`src/rtl/hazard_ctrl_pkg.sv`:
```
// -----------------------------------------------------------------------------
// hazard_ctrl_pkg
// Shared pipeline definitions for the hazard/sequencing controller:
//   state_t     - controller state encoding (2 bits)
//   stage_en_t  - stage register enable bundle, ordered PC, IF/ID, ID/EX,
//                 EX/MEM, MEM/WB (MSB first)
//   EN_*        - the enable patterns the controller can drive
//   REG_ZERO    - architectural register 0 (hard-wired zero, never a hazard)
// -----------------------------------------------------------------------------
package hazard_ctrl_pkg;

    typedef enum logic [1:0] {
        ST_RUN      = 2'd0,
        ST_MEM_WAIT = 2'd1,
        ST_HALT     = 2'd2,
        ST_STEP     = 2'd3
    } state_t;

    typedef struct packed {
        logic pc;
        logic ifid;
        logic idex;
        logic exmem;
        logic memwb;
    } stage_en_t;

    localparam stage_en_t EN_ALL      = 5'b11111;
    localparam stage_en_t EN_NONE     = 5'b00000;
    // Load-use bubble: hold PC and IF/ID, let the load move on to MEM.
    localparam stage_en_t EN_LOAD_USE = 5'b00111;

    localparam logic [4:0] REG_ZERO = 5'd0;

endpackage

```
`src/rtl/hazard_ctrl_if.sv`:
```
// -----------------------------------------------------------------------------
// hazard_ctrl_if
// Bundle between the pipeline datapath and the hazard controller.
//   Pipeline -> controller: ID/EX register fields, branch/jump, memory
//                           handshake, debug pulses.
//   Controller -> pipeline: stage enables, flushes, status, event counters.
// Modports:
//   master - pipeline side (drives the hazard inputs)
//   slave  - controller side (hazard_ctrl)
// -----------------------------------------------------------------------------
interface hazard_ctrl_if #(
    parameter int CNT_W = 16
);
    logic [4:0]       id_rs;
    logic [4:0]       id_rt;
    logic             id_uses_rt;
    logic             id_jump;
    logic             ex_mem_read;
    logic [4:0]       ex_rt;
    logic             ex_branch_taken;
    logic             mem_req;
    logic             mem_ready;
    logic             dbg_halt;
    logic             dbg_step;
    logic             dbg_resume;

    logic             pc_en;
    logic             ifid_en;
    logic             idex_en;
    logic             exmem_en;
    logic             memwb_en;
    logic             ifid_flush;
    logic             idex_flush;
    logic             halted;
    logic             mem_err;
    logic [CNT_W-1:0] stall_cnt;
    logic [CNT_W-1:0] flush_cnt;

    modport master (
        output id_rs, id_rt, id_uses_rt, id_jump, ex_mem_read, ex_rt,
               ex_branch_taken, mem_req, mem_ready, dbg_halt, dbg_step, dbg_resume,
        input  pc_en, ifid_en, idex_en, exmem_en, memwb_en, ifid_flush, idex_flush,
               halted, mem_err, stall_cnt, flush_cnt
    );

    modport slave (
        input  id_rs, id_rt, id_uses_rt, id_jump, ex_mem_read, ex_rt,
               ex_branch_taken, mem_req, mem_ready, dbg_halt, dbg_step, dbg_resume,
        output pc_en, ifid_en, idex_en, exmem_en, memwb_en, ifid_flush, idex_flush,
               halted, mem_err, stall_cnt, flush_cnt
    );
endinterface

```
`src/rtl/hazard_ctrl_load_use_detect.sv`:
```
// -----------------------------------------------------------------------------
// load_use_detect
// Purely combinational: flags an instruction in ID that reads the register a
// load in EX is about to write.
//   i_id_rs, i_id_rt, i_id_uses_rt - source fields of the ID instruction
//   i_ex_mem_read, i_ex_rt         - load in EX and its destination
//   o_load_use                     - hazard present
// -----------------------------------------------------------------------------
module load_use_detect
    import hazard_ctrl_pkg::*;
(
    input  logic [4:0] i_id_rs,
    input  logic [4:0] i_id_rt,
    input  logic       i_id_uses_rt,
    input  logic       i_ex_mem_read,
    input  logic [4:0] i_ex_rt,
    output logic       o_load_use
);
    logic w_rs_match;
    logic w_rt_match;

    assign w_rs_match = (i_ex_rt == i_id_rs);
    assign w_rt_match = i_id_uses_rt && (i_ex_rt == i_id_rt);
    // r0 is never written, so a load targeting it cannot create a hazard.
    assign o_load_use = i_ex_mem_read && (i_ex_rt != REG_ZERO) && (w_rs_match || w_rt_match);
endmodule

```
`src/rtl/hazard_ctrl.sv`:
```
// -----------------------------------------------------------------------------
// hazard_ctrl
// Pipeline sequencing controller for the five-stage core. Drives stage
// enables/flushes for load-use stalls, branch/jump squashes and data-memory
// wait states, and runs a debug halt/single-step FSM plus saturating counters.
// Ports:
//   clk   - rising-edge clock
//   reset - synchronous, active-high
//   bus   - hazard_ctrl_if slave modport (hazard inputs, enables, status)
// Enables and flushes are combinational from state and inputs; state,
// counters and mem_err are registered.
// -----------------------------------------------------------------------------
module hazard_ctrl
    import hazard_ctrl_pkg::*;
#(
    parameter int CNT_W       = 16,
    parameter int MEM_TIMEOUT = 255
) (
    input  logic           clk,
    input  logic           reset,
    hazard_ctrl_if.slave   bus
);
    localparam int WAIT_W = (MEM_TIMEOUT < 2) ? 1 : $clog2(MEM_TIMEOUT + 1);
    localparam logic [CNT_W-1:0]  CNT_MAX  = '1;
    localparam logic [WAIT_W-1:0] WAIT_MAX = WAIT_W'(MEM_TIMEOUT);

    state_t             r_state;
    logic               r_halt_pend;   // leave MEM_WAIT into HALT instead of RUN
    logic               r_mem_err;
    logic [WAIT_W-1:0]  r_wait_cnt;
    logic [CNT_W-1:0]   r_stall_cnt;
    logic [CNT_W-1:0]   r_flush_cnt;

    logic               w_load_use;
    logic               w_mem_hold;
    logic               w_active;
    logic               w_squash;
    logic               w_stall;
    stage_en_t          w_en;
    logic               w_ifid_flush;
    logic               w_idex_flush;

    load_use_detect u_load_use_detect (
        .i_id_rs       (bus.id_rs),
        .i_id_rt       (bus.id_rt),
        .i_id_uses_rt  (bus.id_uses_rt),
        .i_ex_mem_read (bus.ex_mem_read),
        .i_ex_rt       (bus.ex_rt),
        .o_load_use    (w_load_use)
    );

    // Classify the current cycle: frozen by memory, frozen by debug, or
    // advancing (where squash/stall rules apply).
    always_comb begin
        w_mem_hold = 1'b0;
        case (r_state)
            ST_RUN, ST_STEP: w_mem_hold = bus.mem_req && !bus.mem_ready;
            ST_MEM_WAIT:     w_mem_hold = !bus.mem_ready;
            default:         w_mem_hold = 1'b0;
        endcase
        w_active = (r_state != ST_HALT) && !w_mem_hold;
        w_squash = w_active && (bus.ex_branch_taken || bus.id_jump);
        // A squash discards the dependent instruction, so no bubble is needed.
        w_stall  = w_active && !bus.ex_branch_taken && !bus.id_jump && w_load_use;
    end

    always_comb begin
        w_en         = EN_NONE;
        w_ifid_flush = 1'b0;
        w_idex_flush = 1'b0;
        if (reset) begin
            w_ifid_flush = 1'b1;
            w_idex_flush = 1'b1;
        end else if (w_active) begin
            if (bus.ex_branch_taken) begin
                w_en         = EN_ALL;
                w_ifid_flush = 1'b1;
                w_idex_flush = 1'b1;
            end else if (bus.id_jump) begin
                w_en         = EN_ALL;
                w_ifid_flush = 1'b1;
            end else if (w_load_use) begin
                w_en         = EN_LOAD_USE;
                w_idex_flush = 1'b1;
            end else begin
                w_en = EN_ALL;
            end
        end
    end

    always_ff @(posedge clk) begin
        if (reset) begin
            r_state     <= ST_RUN;
            r_halt_pend <= 1'b0;
            r_mem_err   <= 1'b0;
            r_wait_cnt  <= '0;
            r_stall_cnt <= '0;
            r_flush_cnt <= '0;
        end else begin
            if (w_squash && (r_flush_cnt != CNT_MAX)) r_flush_cnt <= r_flush_cnt + 1'b1;
            if (w_stall  && (r_stall_cnt != CNT_MAX)) r_stall_cnt <= r_stall_cnt + 1'b1;

            case (r_state)
                ST_RUN: begin
                    if (w_mem_hold) begin
                        r_state    <= ST_MEM_WAIT;
                        r_wait_cnt <= '0;
                        if (bus.dbg_halt) r_halt_pend <= 1'b1;
                    end else if (bus.dbg_halt || r_halt_pend) begin
                        r_state     <= ST_HALT;
                        r_halt_pend <= 1'b0;
                    end
                end
                ST_MEM_WAIT: begin
                    // Timeout only flags the error; the access keeps waiting.
                    if (r_wait_cnt == WAIT_MAX) r_mem_err  <= 1'b1;
                    else                        r_wait_cnt <= r_wait_cnt + 1'b1;
                    if (bus.mem_ready) begin
                        if (r_halt_pend || bus.dbg_halt) begin
                            r_state     <= ST_HALT;
                            r_halt_pend <= 1'b0;
                        end else begin
                            r_state <= ST_RUN;
                        end
                    end else if (bus.dbg_halt) begin
                        r_halt_pend <= 1'b1;
                    end
                end
                ST_HALT: begin
                    if (bus.dbg_resume)    r_state <= ST_RUN;
                    else if (bus.dbg_step) r_state <= ST_STEP;
                end
                ST_STEP: begin
                    // A stepped instruction that stalls on memory finishes
                    // its access, then returns to HALT.
                    if (w_mem_hold) begin
                        r_state     <= ST_MEM_WAIT;
                        r_wait_cnt  <= '0;
                        r_halt_pend <= 1'b1;
                    end else begin
                        r_state <= ST_HALT;
                    end
                end
                default: r_state <= ST_RUN;
            endcase
        end
    end

    assign bus.pc_en      = w_en.pc;
    assign bus.ifid_en    = w_en.ifid;
    assign bus.idex_en    = w_en.idex;
    assign bus.exmem_en   = w_en.exmem;
    assign bus.memwb_en   = w_en.memwb;
    assign bus.ifid_flush = w_ifid_flush;
    assign bus.idex_flush = w_idex_flush;
    assign bus.halted     = (r_state == ST_HALT);
    assign bus.mem_err    = r_mem_err;
    assign bus.stall_cnt  = r_stall_cnt;
    assign bus.flush_cnt  = r_flush_cnt;

endmodule

```
`src/flat_wrapper.sv`:
```
// flat-port wrapper written by rule: the top's interface ports become plain ports
module hazard_ctrl_flat import hazard_ctrl_pkg::*;
#(
    parameter int CNT_W       = 16,
    parameter int MEM_TIMEOUT = 255
)
  (clk, reset, bus_id_rs, bus_id_rt, bus_id_uses_rt, bus_id_jump, bus_ex_mem_read, bus_ex_rt, bus_ex_branch_taken, bus_mem_req, bus_mem_ready, bus_dbg_halt, bus_dbg_step, bus_dbg_resume, bus_pc_en, bus_ifid_en, bus_idex_en, bus_exmem_en, bus_memwb_en, bus_ifid_flush, bus_idex_flush, bus_halted, bus_mem_err, bus_stall_cnt, bus_flush_cnt);
  hazard_ctrl_if #(.CNT_W(CNT_W)) bus_i ();
  input  logic clk;
  input  logic reset;
  input wire logic [$bits(bus_i.id_rs)-1:0] bus_id_rs;
  input wire logic [$bits(bus_i.id_rt)-1:0] bus_id_rt;
  input wire logic [$bits(bus_i.id_uses_rt)-1:0] bus_id_uses_rt;
  input wire logic [$bits(bus_i.id_jump)-1:0] bus_id_jump;
  input wire logic [$bits(bus_i.ex_mem_read)-1:0] bus_ex_mem_read;
  input wire logic [$bits(bus_i.ex_rt)-1:0] bus_ex_rt;
  input wire logic [$bits(bus_i.ex_branch_taken)-1:0] bus_ex_branch_taken;
  input wire logic [$bits(bus_i.mem_req)-1:0] bus_mem_req;
  input wire logic [$bits(bus_i.mem_ready)-1:0] bus_mem_ready;
  input wire logic [$bits(bus_i.dbg_halt)-1:0] bus_dbg_halt;
  input wire logic [$bits(bus_i.dbg_step)-1:0] bus_dbg_step;
  input wire logic [$bits(bus_i.dbg_resume)-1:0] bus_dbg_resume;
  output wire logic [$bits(bus_i.pc_en)-1:0] bus_pc_en;
  output wire logic [$bits(bus_i.ifid_en)-1:0] bus_ifid_en;
  output wire logic [$bits(bus_i.idex_en)-1:0] bus_idex_en;
  output wire logic [$bits(bus_i.exmem_en)-1:0] bus_exmem_en;
  output wire logic [$bits(bus_i.memwb_en)-1:0] bus_memwb_en;
  output wire logic [$bits(bus_i.ifid_flush)-1:0] bus_ifid_flush;
  output wire logic [$bits(bus_i.idex_flush)-1:0] bus_idex_flush;
  output wire logic [$bits(bus_i.halted)-1:0] bus_halted;
  output wire logic [$bits(bus_i.mem_err)-1:0] bus_mem_err;
  output wire logic [$bits(bus_i.stall_cnt)-1:0] bus_stall_cnt;
  output wire logic [$bits(bus_i.flush_cnt)-1:0] bus_flush_cnt;
  assign bus_i.id_rs = bus_id_rs;
  assign bus_i.id_rt = bus_id_rt;
  assign bus_i.id_uses_rt = bus_id_uses_rt;
  assign bus_i.id_jump = bus_id_jump;
  assign bus_i.ex_mem_read = bus_ex_mem_read;
  assign bus_i.ex_rt = bus_ex_rt;
  assign bus_i.ex_branch_taken = bus_ex_branch_taken;
  assign bus_i.mem_req = bus_mem_req;
  assign bus_i.mem_ready = bus_mem_ready;
  assign bus_i.dbg_halt = bus_dbg_halt;
  assign bus_i.dbg_step = bus_dbg_step;
  assign bus_i.dbg_resume = bus_dbg_resume;
  assign bus_pc_en = bus_i.pc_en;
  assign bus_ifid_en = bus_i.ifid_en;
  assign bus_idex_en = bus_i.idex_en;
  assign bus_exmem_en = bus_i.exmem_en;
  assign bus_memwb_en = bus_i.memwb_en;
  assign bus_ifid_flush = bus_i.ifid_flush;
  assign bus_idex_flush = bus_i.idex_flush;
  assign bus_halted = bus_i.halted;
  assign bus_mem_err = bus_i.mem_err;
  assign bus_stall_cnt = bus_i.stall_cnt;
  assign bus_flush_cnt = bus_i.flush_cnt;
  hazard_ctrl #(.CNT_W(CNT_W), .MEM_TIMEOUT(MEM_TIMEOUT)) u_core (.clk(clk), .reset(reset), .bus(bus_i));
endmodule
```
`config.mk`:
```
export PLATFORM = sky130hd
export DESIGN_NAME = hazard_ctrl_flat
export DESIGN_NICKNAME = d
export VERILOG_FILES = /design/src/rtl/hazard_ctrl_pkg.sv /design/src/rtl/hazard_ctrl_if.sv /design/src/rtl/hazard_ctrl_load_use_detect.sv /design/src/rtl/hazard_ctrl.sv /design/src/flat_wrapper.sv
export SDC_FILE = /design/constraint.sdc
export NUM_CORES = 1
export LEC_CHECK = 0
export ABC_AREA = 1
export CORE_MARGIN = 10
export CORE_UTILIZATION = 60
export DETAILED_ROUTE_END_ITERATION = 16
export DONT_BUFFER_PORTS = 1
export HOLD_SLACK_MARGIN = 0.08
export PLACE_DENSITY = 0.82
export SYNTH_ARGS = -nofsm -noshare
export SYNTH_HDL_FRONTEND = slang
export SYNTH_SLANG_ARGS = --single-unit
```
`constraint.sdc`:
```
create_clock -name clk -period 2.9 [get_ports clk]
set_input_delay 0.58 -clock clk [delete_from_list [all_inputs] [get_ports clk]]
set_output_delay 0.58 -clock clk [all_outputs]
set_load 0.005 [all_outputs]
```
==> impl_metrics.sql, run 1 <==
INSERT INTO impl_metrics (metric_group, metric, value, unit) VALUES
('pwr', 'combinational_group_share_of_total_power', '34.8', '%'),
('timing', 'timing.final.crit_period', '2560', 'ps'),
('cells_and_area', 'nFillCells', '437', ''),
('cells_and_area', 'num_antenna_cells', '0', ''),
('routing', 'vias_per_cell', '5.23', ''),
('pwr', 'power_frac_clock', '26.1', '%'),
('logic_synthesis', 'synth_top_cell_area_share', '30.9', '%'),
('cells_and_area', 'multi_input_area', '1680', 'µm²'),
('clock_network', 'cts_tree', 'done', ''),
('worst_setup_path', 'r2r_slack', '710', 'ps'),
('logic_synthesis', 'synth_top_family_by_area', 'simple AND/OR/NAND/NOR gates', ''),
('run', 'max_cap_viol_count', '0', ''),
('cells_and_area', 'layout_common_cells', '138 x sky130_fd_sc_hd__nand2_1, 80 x sky130_fd_sc_hd__nor2_1, 58 x sky130_fd_sc_hd__inv_1', ''),
('die', 'floorplan.die.width', '89.0', 'µm'),
('clock_network', 'cts-root-to-sink-buffers', '2', ''),
('logic_synthesis', 'synth_xor_area_share', '3.68', '%'),
('place', 'postPlaceCellArea', '2860', 'µm²'),
('timing', 'worst_slew_pin_slew', '451', 'ps'),
('worst_setup_path', 'max_stage_delay_on_crit_path', '400', 'ps'),
('cells_and_area', 'nNetsFinal', '492', ''),
('pwr', 'cellInternalPower', '1.08', 'mW'),
('pwr', 'report.power.total', '1.77', 'mW'),
('logic_synthesis', 'synth_compound_area_share', '9.03', '%'),
('worst_setup_path', 'crit_arrival', '1980', 'ps'),
('grt', 'global_route.overflow_total', '0', ''),
('worst_setup_path', 'timing.critical_path.slowest_stage_cell', 'sky130_fd_sc_hd__ha_1', ''),
('logic_synthesis', 'synth.area.top_cells', 'sky130_fd_sc_hd__dfxtp_1 31%, sky130_fd_sc_hd__nand2_1 18%, sky130_fd_sc_hd__nor2_1 11%', ''),
('timing', 'fmax', '0.390', 'GHz'),
('logic_synthesis', 'synth_area', '2860', 'µm²'),
('logic_synthesis', 'yosys.area_share.simple', '42.9', '%'),
('logic_synthesis', 'synth_seq_cells', '44', ''),
('logic_synthesis', 'synth_flop_cell', 'sky130_fd_sc_hd__dfxtp_1', ''),
('cells_and_area', 'stdcell_area', '2970', 'µm²'),
('worst_setup_path', 'critical_path.cell_chain', 'inv_1 -> ha_1 -> inv_2 -> nand3_4 -> nand3_4 -> nor2_1 -> nand2_1 -> inv_1', ''),
('clock_network', 'h-tree-depth', '2', ''),
('worst_setup_path', 'endpoint_required_time_on_the_critical_path', '2320', 'ps'),
('routing', 'antenna_left', '0', ''),
('pwr', 'pwr_density_cell', '597', 'nW/µm²'),
('die', 'boundaryPins', '67', ''),
('die', 'chipHeight', '89.0', 'µm'),
('clock_network', 'postCtsSetupRepairBufs', '0', ''),
('routing', 'remaining_drc_errors', '0', ''),
('pwr', 'total_switching_power', '0.688', 'mW'),
('die', 'core_area', '4660', 'µm²'),
('timing', 'period_share', '88.3', '%'),
('clock_network', 'latest_clock_arrival_within_the_worst_skew_pair', '290', 'ps'),
('cells_and_area', 'post-route-util', '63.7', '%'),
('routing', 'mean_routed_wirelength_per_cell', '12.6', 'µm'),
('cells_and_area', 'drive_gt1_share', '7.17', '%'),
('place', 'io_buffer_count', '0', ''),
('logic_synthesis', 'yosys.area_share.adder', '3.07', '%'),
('min_path', 'worst_hold_path_type', 'in -> reg', ''),
('place', 'gp_congestion', '0.883', ''),
('logic_synthesis', 'yosysSeqAreaShare', '30.9', '%'),
('grt', 'antenna_found_initial', '0', ''),
('worst_setup_path', 'critical_path.startpoint_type', 'flip-flop', ''),
('logic_synthesis', 'netlist_instances', '461', ''),
('grt', 'grt_pass1_wl', '11100', 'µm'),
('worst_setup_path', 'timing.setup.critical_path_class', 'reg -> out', ''),
('routing', 'finalWirelength', '6460', 'µm'),
('timing', 'slew_headroom', '69.7', '%'),
('clock_network', 'cts_buffers', '5', ''),
('pwr', 'swShare', '38.8', '%'),
('status', 'outcome', 'finished, final reports clean', ''),
('logic_synthesis', 'synth-async-reset-ratio', '0', '%'),
('worst_setup_path', 'path_max_fanout', '6', ''),
('place', 'hpwl', '5040', 'µm'),
('logic_synthesis', 'post-synth-top-area-cell', 'sky130_fd_sc_hd__dfxtp_1', ''),
('logic_synthesis', 'synth-edff-count', '0', ''),
('clock_network', 'cts.clk_slew.worst_paths', '80', 'ps'),
('die', 'die_area', '7920', 'µm²');
-- path summary, 6_finish.rpt --
check,start,endpoint,depth (start not counted)
hold / removal,reset,u_core.bus.flush_cnt[4],1
setup / recovery,u_core.r_state[0],bus_ifid_en,8
hold reg to reg,u_core.bus.mem_err,u_core.bus.mem_err,2
setup reg to reg,u_core.r_state[0],u_core.bus.stall_cnt[5],11
-- cells by family after synthesis --
kind of cell,after synthesis
xor gates and xnor gates,12
DFF,44
AOI/OAI and AO/OA,47
adders and majority gates,7
and+or+nand+nor,280
buffers and inverters,71
-- synth_stat cells (2+ instances only) --
| library cell | count |
|---|---|
| sky130_fd_sc_hd__nor2_2 | 6 |
| sky130_fd_sc_hd__or2_2 | 4 |
| sky130_fd_sc_hd__a21oi_1 | 26 |
| sky130_fd_sc_hd__nand4_1 | 6 |
| sky130_fd_sc_hd__nor3_2 | 2 |
| sky130_fd_sc_hd__buf_6 | 2 |
| sky130_fd_sc_hd__dfxtp_1 | 44 |
| sky130_fd_sc_hd__ha_1 | 7 |
| sky130_fd_sc_hd__nand2_1 | 138 |
| sky130_fd_sc_hd__xnor2_1 | 3 |
| sky130_fd_sc_hd__clkbuf_1 | 3 |
| sky130_fd_sc_hd__o21ai_0 | 15 |
| sky130_fd_sc_hd__nand3_4 | 2 |
| sky130_fd_sc_hd__nor3_1 | 9 |
| sky130_fd_sc_hd__inv_2 | 2 |
| sky130_fd_sc_hd__inv_1 | 58 |
| sky130_fd_sc_hd__nor2_1 | 80 |
| sky130_fd_sc_hd__nor3b_1 | 2 |
| sky130_fd_sc_hd__buf_4 | 4 |
| sky130_fd_sc_hd__nand3_2 | 2 |
| sky130_fd_sc_hd__xor2_1 | 9 |
| sky130_fd_sc_hd__nand3b_1 | 2 |
| sky130_fd_sc_hd__o21bai_2 | 2 |
| sky130_fd_sc_hd__nand3_1 | 23 |
-- worst max-delay path, delay by kind of cell (launching register included) --
family / cells / cell delay (ps)
buffers and inverters: 3 / 300
AND/OR/NAND/NOR: 4 / 590
flip-flops: 1 / 380
adder cells (fa/ha/maj): 1 / 400
-- through the flow --
step                instances  hold WS, ps
detailed placement        506          481
CTS                       514          335
finish                    514          347
global placement          506          461
global route              514          322
floorplan                 461          447
-- power by group through the flow --
stage / Sequential, mW / Combinational, mW / Clock [mW]
2_1_floorplan: 0.694 / 0.548 / 0
3_3_place_gp: 0.705 / 0.600 / 0
3_5_place_dp: 0.709 / 0.609 / 0
4_1_cts: 0.695 / 0.613 / 0.475
5_1_grt: 0.703 / 0.706 / 0.505
6_report: 0.694 / 0.616 / 0.462
-- sequential cells by signal (all words and copies together) (netlist names) --
signal and flops:
u_core.bus.stall_cnt 16, u_core.r_halt_pend 1, u_core.r_state 2, u_core.r_wait_cnt 8
u_core.bus.flush_cnt 16, u_core.bus.mem_err 1
-- layout make-up --
| cell class | count | area share, % |
|---|---|---|
| clock inverter | 2 | 1.18 |
| timing repair buffer | 1 | 0.253 |
| inverter | 61 | 7.79 |
| tap | 54 | 2.27 |
| sequential | 44 | 29.7 |
| clock buffer | 6 | 2.44 |
| multi-input combinational | 346 | 56.4 |
-- metal layers --
metal	wire length [µm]	vias to the layer above	track usage, %
met5	0	-	0
met4	23	0	3.61
met3	470	2	6.20
met2	3090	59	30.9
met1	2870	1199	19.3
li1	-	1426	-
Note: power is estimated with default switching activity, not from simulation.
==> run 2, diff against run 1 <==
--- a/config.mk
+++ b/config.mk
@@ -7,11 +7,10 @@
 export LEC_CHECK = 0
 export ABC_AREA = 1
 export CORE_MARGIN = 10
-export CORE_UTILIZATION = 60
+export CORE_UTILIZATION = 54
 export DETAILED_ROUTE_END_ITERATION = 16
-export DONT_BUFFER_PORTS = 1
 export HOLD_SLACK_MARGIN = 0.08
-export PLACE_DENSITY = 0.82
+export PLACE_DENSITY = 0.92
 export SYNTH_ARGS = -nofsm -noshare
 export SYNTH_HDL_FRONTEND = slang
 export SYNTH_SLANG_ARGS = --single-unit
==> constraint.sdc (replaced) <==
create_clock -name clk -period 3.2 [get_ports clk]
set_input_delay 0.64 -clock clk [delete_from_list [all_inputs] [get_ports clk]]
set_output_delay 0.64 -clock clk [all_outputs]
set_load 0.005 [all_outputs]
==> impl_metrics.sql, run 2 (synthesis gave the netlist of run 1 again) <==
INSERT INTO impl_metrics (metric_group, metric, value, unit) VALUES
('cells_and_area', 'area_growth', '29.4', '%'),
('timing', 'grt_setup_unrepaired', 'no', ''),
('cells_and_area', 'num_antenna_cells', '0', ''),
('clock_network', 'postCtsSetupRepairBufs', '0', ''),
('clock_network', 'h-tree-depth', '2', ''),
('die', 'fp-row-count', '26', ''),
('worst_setup_path', 'crit_arrival', '2370', 'ps'),
('timing', 'worst_slew_pin_slew', '523', 'ps'),
('routing', 'mean_routed_wirelength_per_cell', '12.1', 'µm'),
('grt', 'global_route.overflow_total', '0', ''),
('worst_setup_path', 'path_max_fanout', '3', ''),
('grt', 'antenna_found_initial', '0', ''),
('clock_network', 'cts.clk_slew.worst_paths', '80', 'ps'),
('die', 'core_area', '5110', 'µm²'),
('clock_network', 'cts-root-to-sink-buffers', '2', ''),
('routing', 'vias_per_cell', '5.02', ''),
('timing', 'hold_violations', '0', ''),
('clock_network', 'numClockSinks', '44', ''),
('pwr', 'pwr_density_cell', '478', 'nW/µm²'),
('routing', 'detailedRoute.firstIterationViolations', '158', ''),
('timing', 'slew_headroom', '64.9', '%'),
('worst_setup_path', 'critical_path.startpoint_type', 'input port', ''),
('routing', 'remaining_drc_errors', '0', ''),
('cells_and_area', 'layout_commonest_cell', 'sky130_fd_sc_hd__nand2_1', ''),
('routing', 'vias', '3013', ''),
('clock_network', 'latest_clock_arrival_within_the_worst_skew_pair', '290', 'ps'),
('die', 'effective_utilization_at_floorplan', '55.9', '%'),
('pwr', 'swShare', '37.8', '%'),
('cells_and_area', 'multi_input_area', '1690', 'µm²'),
('timing', 'final-setup-viol-count', '0', ''),
('pwr', 'total_switching_power', '0.668', 'mW'),
('die', 'boundaryPins', '67', ''),
('timing', 'slew_viol_final', '0', ''),
('pwr', 'combinational_group_share_of_total_power', '40.9', '%'),
('cells_and_area', 'nFillCells', '441', ''),
('grt', 'grt_pass1_wl', '12500', 'µm'),
('die', 'floorplan.die.width', '92.7', 'µm'),
('pwr', 'cellInternalPower', '1.10', 'mW'),
('cells_and_area', 'drive_gt1_share', '7.36', '%'),
('worst_setup_path', 'endpoint_kind', 'output port', ''),
('place', 'gp_congestion', '0.938', ''),
('clock_network', 'cts_buffers', '5', ''),
('clock_network', 'cts_tree', 'done', ''),
('grt', 'gr_util_all_layers', '17.0', '%'),
('timing', 'final_critical_path_setup_slack', '190', 'ps'),
('run', 'max_cap_viol_count', '0', ''),
('worst_setup_path', 'timing.setup.critical_path_class', 'in -> out', ''),
('place', 'io_buffer_count', '66', ''),
('pwr', 'power_frac_seq', '35.5', '%'),
('timing', 'finalSetupTns', '0', 'ps'),
('routing', 'antenna_left', '0', ''),
('pwr', 'vdd.ir_drop.worst', '0.000446', 'V'),
('grt', 'grt_pass1_vias', '2849', ''),
('pwr', 'power_frac_clock', '23.6', '%'),
('routing', 'finalWirelength', '7290', 'µm'),
('worst_setup_path', 'endpoint_required_time_on_the_critical_path', '2560', 'ps'),
('timing', 'timing.final.crit_period', '3010', 'ps'),
('timing', 'clock_skew', '3.90', 'ps'),
('status', 'outcome', 'finished, final reports clean', ''),
('grt', 'grt_max_degree', '26', ''),
('clock_network', 'cts_root_buffer', 'sky130_fd_sc_hd__clkbuf_8', ''),
('pwr', 'p_leak', '1.46', 'nW'),
('cells_and_area', 'layout_common_cells', '138 x sky130_fd_sc_hd__nand2_1, 78 x sky130_fd_sc_hd__nor2_1, 65 x sky130_fd_sc_hd__clkdlybuf4s50_1', ''),
('timing', 'period_share', '94.1', '%'),
('place', 'hpwl', '5630', 'µm'),
('min_path', 'worst_hold_path_type', 'reg -> reg', ''),
('place', 'preCtsSetupSlack', '148', 'ps'),
('cells_and_area', 'layout.area.seq', '881', 'µm²'),
('cells_and_area', 'nNetsFinal', '562', ''),
('timing', 'fmax', '0.332', 'GHz'),
('die', 'die_area', '8600', 'µm²'),
('worst_setup_path', 'r2r_slack', '950', 'ps'),
('routing', 'drtPass1Iterations', '5', ''),
('die', 'chipHeight', '92.7', 'µm');
==> run 2: area by class of cell <==
type / count / area share (%)
well taps: 70 / 2.37
clock inverters: 2 / 0.948
flip-flops and latches: 44 / 23.8
repair buffers: 71 / 19.0
inverters: 61 / 6.26
clock buffers: 6 / 1.96
multi-input cells: 346 / 45.7
==> run 2: worst paths after layout <==
check / startpoint / to / cells after the start
min reg2reg: u_core.bus.mem_err / u_core.bus.mem_err / 2
max: bus_ex_rt[4] / bus_ifid_en / 13
max reg2reg: u_core.r_state[0] / u_core.bus.stall_cnt[3] / 11
min: u_core.bus.mem_err / u_core.bus.mem_err / 2
==> run 2: repair_timing <==
item | 4_1_cts | 5_1_grt
endpoints found under the hold margin | 0 | 0
hold buffers | 0 | 0
endpoints found under the setup margin | 0 | 4
resized for setup | 0 | 4
==> run 2: worst max-delay path, stage by stage <==
cell and delay [ps]:
sky130_fd_sc_hd__clkdlybuf4s50_1 500, sky130_fd_sc_hd__inv_1 70, sky130_fd_sc_hd__nand2_1 60, sky130_fd_sc_hd__nand2_1 50
sky130_fd_sc_hd__nor2_1 110, sky130_fd_sc_hd__nand3_1 70, sky130_fd_sc_hd__nand2_1 90, sky130_fd_sc_hd__nand2_1 70
sky130_fd_sc_hd__nor2_2 100, sky130_fd_sc_hd__nand2_1 60, sky130_fd_sc_hd__nand2_1 50, sky130_fd_sc_hd__inv_1 50
sky130_fd_sc_hd__clkdlybuf4s50_1 450
==> run 2: metal layers <==
| metal | vias up | GRT usage [%] | share of wire, % |
|---|---|---|---|
| li1 | 1574 | - | - |
| met1 | 1333 | 18.2 | 41 |
| met2 | 96 | 31.2 | 51 |
| met3 | 10 | 5.41 | 7.2 |
| met4 | 0 | 5.01 | 0.96 |
| met5 | - | 0 | 0 |
==> run 2: power groups by stage <==
stage	Sequential (mW)	Combinational, mW	Clock [mW]
4_1_cts	0.626	0.710	0.424
3_5_place_dp	0.637	0.704	0
6_report	0.627	0.723	0.416
3_3_place_gp	0.634	0.683	0
5_1_grt	0.636	0.806	0.450
2_1_floorplan	0.629	0.497	0
==> run 2: through the flow <==
step | instances | power, mW | hold slack [ps] | area, µm² | utilization, %
after floorplan | 461 | 1.13 | 447 | 2860 | -
after global placement | 592 | 1.32 | 437 | 3570 | 70.0
after detailed placement | 592 | 1.34 | 441 | 3570 | 70.0
after CTS | 600 | 1.76 | 453 | 3680 | 72.1
after global routing | 600 | 1.89 | 486 | 3700 | 72.4
final | 600 | 1.77 | 450 | 3700 | 72.4
==> run 3, diff against run 2 <==
--- a/config.mk
+++ b/config.mk
@@ -6,6 +6,7 @@
 export NUM_CORES = 1
 export LEC_CHECK = 0
 export ABC_AREA = 1
+export CORE_ASPECT_RATIO = 2
 export CORE_MARGIN = 10
 export CORE_UTILIZATION = 54
 export DETAILED_ROUTE_END_ITERATION = 16
==> impl_metrics.sql, run 3 (synthesis gave the netlist of run 1 again) <==
INSERT INTO impl_metrics (metric_group, metric, value, unit) VALUES
('worst_setup_path', 'regToRegStartpoint', 'u_core.r_state[0]', ''),
('cells_and_area', 'finish.cell_count_without_fillers', '588', ''),
('cells_and_area', 'nNetsFinal', '562', ''),
('cells_and_area', 'area_growth', '28.0', '%'),
('grt', 'grt_pass1_wl', '12500', 'µm'),
('grt', 'gr_util_all_layers', '16.6', '%'),
('run', 'max_cap_viol_count', '0', ''),
('place', 'dp_cells', '580', ''),
('grt', 'grt_pass1_vias', '3035', ''),
('pwr', 'power_frac_clock', '20.8', '%'),
('worst_setup_path', 'path_max_fanout', '3', ''),
('die', 'fp-row-count', '37', ''),
('pwr', 'vdd.ir_drop.worst', '0.000454', 'V'),
('worst_setup_path', 'endpoint_required_time_on_the_critical_path', '2560', 'ps'),
('worst_setup_path', 'timing.setup.critical_path_class', 'in -> out', ''),
('pwr', 'total_switching_power', '0.684', 'mW'),
('min_path', 'worst_hold_path_type', 'reg -> reg', ''),
('die', 'core_area', '5140', 'µm²'),
('pwr', 'swShare', '40.1', '%'),
('clock_network', 'cts_root_buffer', 'sky130_fd_sc_hd__clkbuf_8', ''),
('timing', 'slew_headroom', '70.7', '%'),
('grt', 'global_route.overflow_total', '0', ''),
('cells_and_area', 'drive_gt1_share', '6.98', '%'),
('die', 'chipHeight', '123', 'µm'),
('timing', 'period_share', '94.7', '%'),
('clock_network', 'h-tree-depth', '2', ''),
('worst_setup_path', 'crit-reg2reg-capture', 'u_core.bus.stall_cnt[3]', ''),
('routing', 'remaining_drc_errors', '0', ''),
('worst_setup_path', 'endpoint_kind', 'output port', ''),
('worst_setup_path', 'crit_arrival', '2390', 'ps'),
('place', 'gp_congestion', '0.879', ''),
('grt', 'antenna_found_initial', '0', ''),
('routing', 'mean_routed_wirelength_per_cell', '12.8', 'µm'),
('timing', 'timing.final.crit_period', '3030', 'ps'),
('routing', 'vias', '3110', ''),
('worst_setup_path', 'critical_path.startpoint_type', 'input port', ''),
('place', 'postPlaceCellArea', '3560', 'µm²'),
('cells_and_area', 'num_antenna_cells', '0', ''),
('pwr', 'p_leak', '1.47', 'nW'),
('cells_and_area', 'post-route-util', '71.1', '%'),
('timing', 'clock_skew', '11.5', 'ps'),
('timing', 'final_critical_path_setup_slack', '169', 'ps'),
('die', 'die_area', '8770', 'µm²'),
('place', 'io_buffer_count', '66', ''),
('timing', 'fin_hold_ws', '455', 'ps'),
('cells_and_area', 'layout_common_cells', '138 x sky130_fd_sc_hd__nand2_1, 79 x sky130_fd_sc_hd__nor2_1, 63 x sky130_fd_sc_hd__clkdlybuf4s50_1', ''),
('worst_setup_path', 'timing.reg2reg.worst_path_depth', '11', ''),
('place', 'preCtsSetupSlack', '124', 'ps'),
('worst_setup_path', 'critPathLaunch', 'bus_ex_rt[3]', ''),
('routing', 'detailedRoute.firstIterationViolations', '153', ''),
('clock_network', 'cts-root-to-sink-buffers', '2', ''),
('clock_network', 'cts_buffers', '5', ''),
('timing', 'slew_viol_final', '0', ''),
('die', 'effective_utilization_at_floorplan', '55.6', '%'),
('cells_and_area', 'stdcell_area', '3650', 'µm²'),
('clock_network', 'cts_tree', 'done', ''),
('timing', 'fmax', '0.330', 'GHz'),
('timing', 'finalSetupTns', '0', 'ps'),
('routing', 'vias_per_cell', '5.29', ''),
('timing', 'final-setup-viol-count', '0', ''),
('clock_network', 'numClockSinks', '44', ''),
('pwr', 'combinational_group_share_of_total_power', '42.5', '%'),
('cells_and_area', 'layout_commonest_cell', 'sky130_fd_sc_hd__nand2_1', ''),
('clock_network', 'latest_clock_arrival_within_the_worst_skew_pair', '300', 'ps'),
('grt', 'grt_max_degree', '26', ''),
('timing', 'hold_violations', '0', ''),
('timing', 'grt_setup_unrepaired', 'no', ''),
('pwr', 'cellInternalPower', '1.02', 'mW'),
('routing', 'finalWirelength', '7520', 'µm'),
('clock_network', 'cts.clk_slew.worst_paths', '90', 'ps'),
('pwr', 'power_frac_seq', '36.8', '%'),
('timing', 'worst_slew_pin_slew', '436', 'ps'),
('status', 'outcome', 'finished, final reports clean', ''),
('routing', 'drtPass1Iterations', '4', ''),
('die', 'floorplan.die.width', '71.4', 'µm'),
('die', 'boundaryPins', '67', ''),
('routing', 'antenna_left', '0', ''),
('worst_setup_path', 'r2r_slack', '980', 'ps'),
('place', 'hpwl', '5980', 'µm'),
('worst_setup_path', 'endpoint', 'bus_ifid_en', ''),
('pwr', 'pwr_density_cell', '467', 'nW/µm²'),
('pwr', 'report.power.total', '1.71', 'mW');
## run 3: cell types whose count changed in the layout (fill, tap and decap cells not counted)
cell	previous run	this run
sky130_fd_sc_hd__nor2_1	78	79
sky130_fd_sc_hd__clkinv_4	0	1
sky130_fd_sc_hd__clkbuf_1	1	2
sky130_fd_sc_hd__a21oi_2	0	1
sky130_fd_sc_hd__a21oi_4	1	0
sky130_fd_sc_hd__clkdlybuf4s50_1	65	63
sky130_fd_sc_hd__clkinv_2	1	0
sky130_fd_sc_hd__bufinv_16	1	0
sky130_fd_sc_hd__dlymetal6s2s_1	1	3
sky130_fd_sc_hd__nor2_2	8	7
## run 3: repair_timing
item,in CTS,in global routing
setup buffers,0,0
gates resized for setup,0,4
endpoints found under the setup margin,0,3
hold buffers,0,0
## run 3: layout make-up
cell class              instances  area (µm²)
multi-input cells             346        1680
fillers                       441        1490
flip-flops and latches         44         881
repair buffers                 71         706
inverters                      61         231
clock buffers                   7        76.3
well taps                      58        72.6
clock inverters                 1        8.76
## run 3: layer usage
metal	track usage, %	share of wire [%]	vias up
met1	14.9	35	1418
met5	0	0	-
li1	-	-	1571
met2	32.8	56	103
met3	4.28	6.3	18
met4	7.54	2.1	0
## run 3: power by group through the flow
stage	Sequential, mW	Combinational, mW	Clock, mW
6_report	0.627	0.724	0.354
5_1_grt	0.631	0.803	0.374
4_1_cts	0.625	0.726	0.360
3_3_place_gp	0.636	0.696	0
3_5_place_dp	0.637	0.723	0
2_1_floorplan	0.629	0.497	0
## run 3: worst max-delay path: stages
cell and delay (ps):
sky130_fd_sc_hd__clkdlybuf4s50_1 500, sky130_fd_sc_hd__inv_1 80, sky130_fd_sc_hd__nand2_1 60, sky130_fd_sc_hd__nand2_1 50, sky130_fd_sc_hd__nor2_1 110, sky130_fd_sc_hd__nand3_1 90
sky130_fd_sc_hd__nand2_1 90, sky130_fd_sc_hd__nand2_1 60, sky130_fd_sc_hd__nor2_2 100, sky130_fd_sc_hd__nand2_1 60, sky130_fd_sc_hd__nand2_1 70, sky130_fd_sc_hd__inv_1 50
sky130_fd_sc_hd__clkdlybuf4s50_1 430
## run 3: worst min-delay path by stage
| stage | cells past startpoint | from | end | slack (ps) |
|---|---|---|---|---|
| final | 2 | u_core.bus.mem_err | u_core.bus.mem_err | 450 |
| after global routing | 2 | u_core.bus.mem_err | u_core.bus.mem_err | 480 |
| after CTS | 2 | u_core.bus.mem_err | u_core.bus.mem_err | 460 |
| after detailed placement | 2 | u_core.bus.mem_err | u_core.bus.mem_err | 450 |
| after global placement | 2 | u_core.bus.mem_err | u_core.bus.mem_err | 440 |
| after floorplan | 2 | u_core.bus.mem_err | u_core.bus.mem_err | 450 |
